===== src/rtl/counter_timer_seq.sv =====
// Interval sequencer: plays back NSLOT programmed intervals as one-shot
// down-count periods on an attached counter_timer_low core.
module counter_timer_seq #(
  parameter int unsigned IDX_W = 2
) (
  input  logic             clkin,
  input  logic             resetn,
  input  logic             slot_we,
  input  logic [IDX_W-1:0] slot_idx,
  input  logic [31:0]      slot_di,
  input  logic             ctrl_we,
  input  logic [31:0]      ctrl_di,
  output logic [31:0]      status_do,
  output logic [3:0]       ct_val_we,
  output logic [31:0]      ct_val_di,
  output logic             ct_cfg_we,
  output logic [31:0]      ct_cfg_di,
  input  logic             ct_stop_in,
  output logic             seq_step,
  output logic [IDX_W-1:0] seq_idx,
  output logic             irq
);

  localparam int unsigned NSLOT  = 1 << IDX_W;
  localparam int unsigned DW     = 32;
  localparam logic [DW-1:0] CFG_OFF     = 32'h0;
  localparam logic [DW-1:0] CFG_ONESHOT = 32'h3;

  typedef enum logic [2:0] {
    S_IDLE, S_LOAD, S_ARM, S_SETTLE, S_WAIT, S_STEP, S_ABORT
  } state_t;

  state_t           state, state_nx;
  logic [DW-1:0]    slots [NSLOT];
  logic [IDX_W-1:0] cur_idx, cur_idx_nx, last;
  logic             done, done_nx, loop_en, irq_ena;

  logic start_req, abort_req, busy, at_last;
  logic unused_ctrl;

  assign start_req   = ctrl_we && ctrl_di[0];
  assign abort_req   = ctrl_we && !ctrl_di[0];
  assign busy        = (state != S_IDLE);
  assign at_last     = (cur_idx == last);
  assign unused_ctrl = ^{ctrl_di[DW-1:4+IDX_W], ctrl_di[3]};

  // State register with the run-time counters
  always_ff @(posedge clkin or negedge resetn) begin
    if (!resetn) begin
      state   <= S_IDLE;
      cur_idx <= '0;
      done    <= 1'b0;
    end else begin
      state   <= state_nx;
      cur_idx <= cur_idx_nx;
      done    <= done_nx;
    end
  end

  // Control fields update on every ctrl write, busy or not
  always_ff @(posedge clkin or negedge resetn) begin
    if (!resetn) begin
      loop_en <= 1'b0;
      irq_ena <= 1'b0;
      last    <= '0;
    end else if (ctrl_we) begin
      loop_en <= ctrl_di[1];
      irq_ena <= ctrl_di[2];
      last    <= ctrl_di[4 +: IDX_W];
    end
  end

  always_ff @(posedge clkin or negedge resetn) begin
    if (!resetn) begin
      for (int i = 0; i < int'(NSLOT); i++) slots[i] <= '0;
    end else if (slot_we) begin
      slots[slot_idx] <= slot_di;
    end
  end

  // Next-state: stale stop is masked by SETTLE; abort overrides everything busy
  always_comb begin
    state_nx   = state;
    cur_idx_nx = cur_idx;
    done_nx    = done;
    case (state)
      S_IDLE: begin
        if (start_req) begin
          cur_idx_nx = '0;
          done_nx    = 1'b0;
          state_nx   = S_LOAD;
        end
      end
      S_LOAD:   state_nx = S_ARM;
      S_ARM:    state_nx = S_SETTLE;
      S_SETTLE: state_nx = S_WAIT;
      S_WAIT:   if (ct_stop_in) state_nx = S_STEP;
      S_STEP: begin
        if (!at_last) begin
          cur_idx_nx = cur_idx + IDX_W'(1);
          state_nx   = S_LOAD;
        end else if (loop_en) begin
          cur_idx_nx = '0;
          state_nx   = S_LOAD;
        end else begin
          done_nx  = 1'b1;
          state_nx = S_IDLE;
        end
      end
      S_ABORT:  state_nx = S_IDLE;
      default:  state_nx = S_IDLE;
    endcase
    if (busy && state != S_ABORT && abort_req) begin
      state_nx   = S_ABORT;
      cur_idx_nx = cur_idx;
      done_nx    = done;
    end
  end

  // Output decode of the registered state
  always_comb begin
    ct_val_we = 4'h0;
    ct_val_di = '0;
    ct_cfg_we = 1'b0;
    ct_cfg_di = CFG_OFF;
    seq_step  = 1'b0;
    irq       = 1'b0;
    case (state)
      S_LOAD: begin
        ct_val_we = 4'hF;
        ct_val_di = slots[cur_idx];
        ct_cfg_we = 1'b1;
      end
      S_ARM: begin
        ct_cfg_we = 1'b1;
        ct_cfg_di = CFG_ONESHOT;
      end
      S_STEP: begin
        seq_step = 1'b1;
        irq      = irq_ena && at_last;
      end
      S_ABORT:  ct_cfg_we = 1'b1;
      default: ;
    endcase
    seq_idx   = cur_idx;
    status_do = '0;
    status_do[0] = busy;
    status_do[1] = done;
    status_do[2] = loop_en;
    status_do[3] = irq_ena;
    status_do[4 +: IDX_W] = last;
    status_do[8 +: IDX_W] = cur_idx;
  end

endmodule

===== config.mk =====
export PLATFORM = sky130hd
export DESIGN_NAME = counter_timer_seq
export DESIGN_NICKNAME = d
export VERILOG_FILES = /design/src/rtl/counter_timer_seq.sv
export SDC_FILE = /design/constraint.sdc
export NUM_CORES = 1
export LEC_CHECK = 0
export CORE_UTILIZATION = 46
export CTS_BUF_LIST = sky130_fd_sc_hd__clkbuf_8
export CTS_CLUSTER_SIZE = 30
export DETAILED_ROUTE_END_ITERATION = 8
export HOLD_SLACK_MARGIN = 0.12
export PLACE_DENSITY = 0.79
export SETUP_SLACK_MARGIN = 0.15
export SLEW_MARGIN = 25
export SYNTH_ARGS = -nofsm -noshare
export SYNTH_HDL_FRONTEND = slang
export SYNTH_SLANG_ARGS = --single-unit
export TNS_END_PERCENT = 5

===== constraint.sdc =====
create_clock -name clkin -period 1.8 [get_ports clkin]
set_clock_uncertainty 0.05 [all_clocks]
set_input_delay 0.45 -clock clkin [delete_from_list [all_inputs] [get_ports clkin]]
set_output_delay 0.45 -clock clkin [all_outputs]
set_load 0.01 [all_outputs]

Yosys cells after proc, flatten, opt, wreduce, memory -nomap -nowiden
Index checks and enable logic that the tools add are counted.
Storage, ports and cells
  register bits: 138
Operators by class
  magnitude comparators: 3
  eq/ne operators: 14
  reductions and logical operators: 14
  add/sub/neg operators: 1
  mux-type cells: 26
  bitwise logic cells: 3
Operators by type and width (count)
  $bwmux W128: 1
  $mux W32: 4
  $bmux W32 S2: 1
  $demux W32 S2: 1
  $pmux W3 S6: 1
  $ne A3 B3 Y1 const B: 4
  $eq A3 B3 Y1 const B: 3
  $mux W3: 3
  $mux W1: 8
  $mux W2: 4
  $eq A3 B2 Y1 const B: 2
  $ge A3 B3 Y1 const B: 2
  $logic_and A1 B1 Y1: 6
  $ne A2 B2 Y1 const B: 3
  $not A2 Y3: 2
  $reduce_and A5 Y1: 1
  $mux W4: 1
  $pmux W2 S2: 1
  $reduce_and A4 Y1: 1
  $eq A3 B1 Y1 const B: 1
  $logic_not A3 Y1: 1
  $lt A3 B1 Y1 const B: 1
  $reduce_bool A3 Y1: 1
  $reduce_or A3 Y1: 1
  other kinds (7): 7

Longest topological paths before layout
  depth in word-level cells: 6
  depth in mapped cells: 6
  mapped depth without buffers: 5

Least setup slack after synthesis
Ideal clock, no wire load.
  kind: flip-flop to output port
  from: reg cur_idx[0], in the netlist seq_idx[0]
  to: out ct_val_di[25]
  slack: -0.255 ns
  data required time: 1.300 ns
  stages on the path, launching flop included: 5
  arrival time: 1.555 ns
  cell sequence: dfrtp_1 buf_6 buf_2 mux4_2 and3_1
Between the ends
  word-level cells in the longest chain between the ends: 5
RTL lines
  start: declaration: RTL line 35  | logic [IDX_W-1:0] cur_idx, cur_idx_nx, last;
  start signal: assignment: RTL line 55  | cur_idx <= cur_idx_nx;
  $not A2 Y3 (not written as such): RTL line 131  | ct_val_di = slots[cur_idx];
  $bmux W32 S2: RTL line 131
  $mux W32 (not written as such) (2 in a row): RTL line 131
  $mux W32: RTL line 128  | case (state)
  end: declaration: RTL line 15  | output logic [31:0] ct_val_di,
Every way passes these cells. The select of a mux whose other input is x is not followed.

Worst setup path after layout
  from: reg cur_idx[0], in the netlist seq_idx[0]
  to: out ct_val_di[18]
The elaborated chain is that of the path after synthesis.

==> results.toml <==
[floorplanning]
start_util_pct = 47.1
die_h_um = 124
fp.dieW_um = 124
core_area_um2 = 14500
ios = 176
dieArea_um2 = 15300
rows = 44

[global_route]
overflow = 0
antenna_found_initial = 1
grt_pass1_wl_mm = 24.4
grt_start_max_net_pins = 43
grtUsageTotal_pct = 21.8
grt_pass1_vias = 4568

[sta]
period_share_pct = 138
layout_setup_ws_ps = -690
fin_crit_ps = 2490
hold_ws_ps = 444
finalHoldViolCount = 0
rsz0062_at_grt = "true"
setup_viol = 47
fmax_mhz = 402
drv_slew = 0

[yosys]
synth-seq-cells = 138
yosys_warnings = 0
muxShareOfSynthArea_pct = 32.8
synth_area_um2 = 6820
syn_inst = 474
synth_fa_ha_area_share_pct = 0
syn_avg_cell_area_um2 = 14.4
synthDistinctLibCells = 35
synth_xor_area_share_pct = 0.477
synth_seq_area_share_pct = 50.6
synth_top_family_by_area = "multiplexers"
synth-simple-area-share_pct = 5.01
synth_compound_area_share_pct = 1.49

[routing]
post_drt_via_cell_ratio = 5.33
drtIter0Drc = 189
drtPass1Iterations = 4
drc = 0
dr_total_vias = 4285
wl_per_cell_um = 18.9
ant_nets = 0
wirelength_mm = 15.2

[placement]
routabilityCongestion = 0.784
dp_hpwl_mm = 9.88
postPlaceCellArea_um2 = 8210
port_buffers = 94
place_ws_ps = -535

[final_layout]
final_cell_area_um2 = 8930
syn_to_final_growth_pct = 31.0
drive_above_1_share_pct = 55.9
fin_util_pct = 61.7
nets = 677

[clock_network]
path_clk_slew_ps = 80
clockRootBuffer = "clkbuf_8"
cts_buffers = 17
cts_tree = "yes"
clockBufferDepth = 2
worstSkewPairLatency_ps = 440
h-tree-depth = 4
cts.sinks = 138

[setup_path]
critPathMaxStageDelay_ps = 500
arrival_ps = 1990
worstSetupStartpointType = "register"
cp_common_cell = "buf_6"
path_cells = "buf_4 -> buf_8 -> buf_6 -> mux4_2 -> and3_4 -> buf_6"
crit_fanout = 6
worstPathRequired_ps = 1300
cp-end-kind = "output pin"
path_class = "reg2out"
critPathSlowestCell = "mux4_2"

[job]
drv_cap = 0

[power_and_ir_drop]
power.leakage_uw = 0.00388
power_uw = 11900
ir_worst_vdd_v = 0.000737
power_density_nw_per_um2 = 1340

[min_path]
hold_path_class = "in2async"

[run_status]
violations = "setup timing"
status = "complete, but fails checks"
==> layout make-up <==
type	instances	area (µm²)
flip-flops and latches	138	3460
repair buffers	154	1700
clock inverters	11	104
well taps	184	230
inverters	4	15.0
multi-input cells	291	3130
diodes	1	2.50
fillers	1048	5550
clock buffers	21	289
==> what timing repair did <==
action,in CTS,in global routing
pin swaps,38,2
gates cloned,2,0
endpoints found under the setup margin,55,77
setup buffers,11,2
gates resized for setup,251,9
hold buffers,1,0
endpoints found under the hold margin,38,0
==> kinds of logic after synthesis <==
family                    Yosys count
AOI/OAI and AO/OA                  14
xor gates and xnor gates            2
buffers and inverters              98
DFF                               138
muxes                             166
other                               1
and+or+nand+nor                    55
==> Yosys cell counts (all sizes together) <==
cell type,n,area share (%)
a21oi,2,0.15
mux2i,2,0.29
buf,84,8.8
dfrtp,138,51
nand2b,1,0.092
nor2,4,0.26
a311o,1,0.15
o31ai,1,0.11
o32a,1,0.15
o311ai,2,0.26
nor3,1,0.073
mux4,32,11
nand3b,4,0.44
clkbuf,10,0.55
o21a,2,0.22
xor2,2,0.48
o21ai,3,0.22
nand4bb,1,0.17
nand3,1,0.073
a221oi,1,0.13
and3,33,3.0
nor3b,1,0.18
nand2,4,0.22
or4,1,0.11
mux2,132,22
nor2b,2,0.18
inv,4,0.22
a22oi,1,0.11
nor4,2,0.18
conb,1,0.055
==> metrics by stage <==
stage | cells | setup TNS, ps
after floorplan | 527 | -3980
after detailed placement | 755 | -45620
final | 804 | -24120
after global routing | 803 | -28040
after global placement | 755 | -43240
after CTS | 801 | -25620
==> worst max-delay path: cells and delay by family, from the launching register on <==
family	cells	cell delay (ps)
mux	1	500
buf+inv	4	460
flops	1	410
simple gates	1	170
==> layout by cell type (no fill, tap or decap), types with 2 or more instances in the layout <==
master           Yosys  final
clkdlybuf4s50_1      0     42
mux2i_1              2      2
and3_4               0     32
a21oi_1              2      2
conb_1               1     54
o21a_1               2      2
buf_4               67     29
xor2_2               2      2
dlygate4sd2_1        0      6
inv_1                4      6
buf_6                2     45
clkbuf_8             0     21
nor2_1               3      2
dfrtp_2              0      4
buf_12               0     17
clkinv_2             0      4
buf_8                0      4
bufinv_16            0      2
nor2b_1              2      2
buf_2               15      7
buf_16               0      2
inv_2                0      2
mux2_2             132    132
nand2_1              4      2
o21ai_0              2      2
mux4_2              30     32
dfrtp_1            138    134
nand3b_1             4      4
==> final timing paths <==
check | to | depth (start not counted) | start | slack (ps)
min in group clkin | slots[41]$_DFFE_PN0P_ | 1 | slots[41]$_DFFE_PN0P_ | 460
worst max register to register | seq_idx[0]$_DFFE_PN0P_ | 11 | seq_idx[0]$_DFFE_PN0P_ | -600
max in group asynchronous | slots[21]$_DFFE_PN0P_ | 3 | resetn | 620
worst max-delay path | ct_val_di[18] | 6 | seq_idx[0]$_DFFE_PN0P_ | -690
worst min-delay path | slots[18]$_DFFE_PN0P_ | 2 | resetn | 440
worst min register to register | slots[41]$_DFFE_PN0P_ | 1 | slots[41]$_DFFE_PN0P_ | 460
==> report_power, final <==
| group | total [µW] | internal [µW] | switching [µW] |
|---|---|---|---|
| Sequential | 4130 | 3720 | 406 |
| Combinational | 5350 | 3190 | 2160 |
| Clock | 2460 | 1350 | 1110 |
| Total | 11900 | 8260 | 3680 |
==> flip-flops by register name (all words and copies together), names as in the netlist <==
name / cells
done: 1
irq_ena: 1
last: 2
loop_en: 1
seq_idx: 2
slots: 128
state: 3
==> routing by layer <==
metal	share of wire, %	vias up	GRT usage, %
li1	-	1875	-
met1	43	2236	28.4
met2	50	161	34.7
met3	6.8	13	7.28
met4	0.90	0	5.95
met5	0	-	0
No activity file was read; power rests on OpenSTA's default activity.
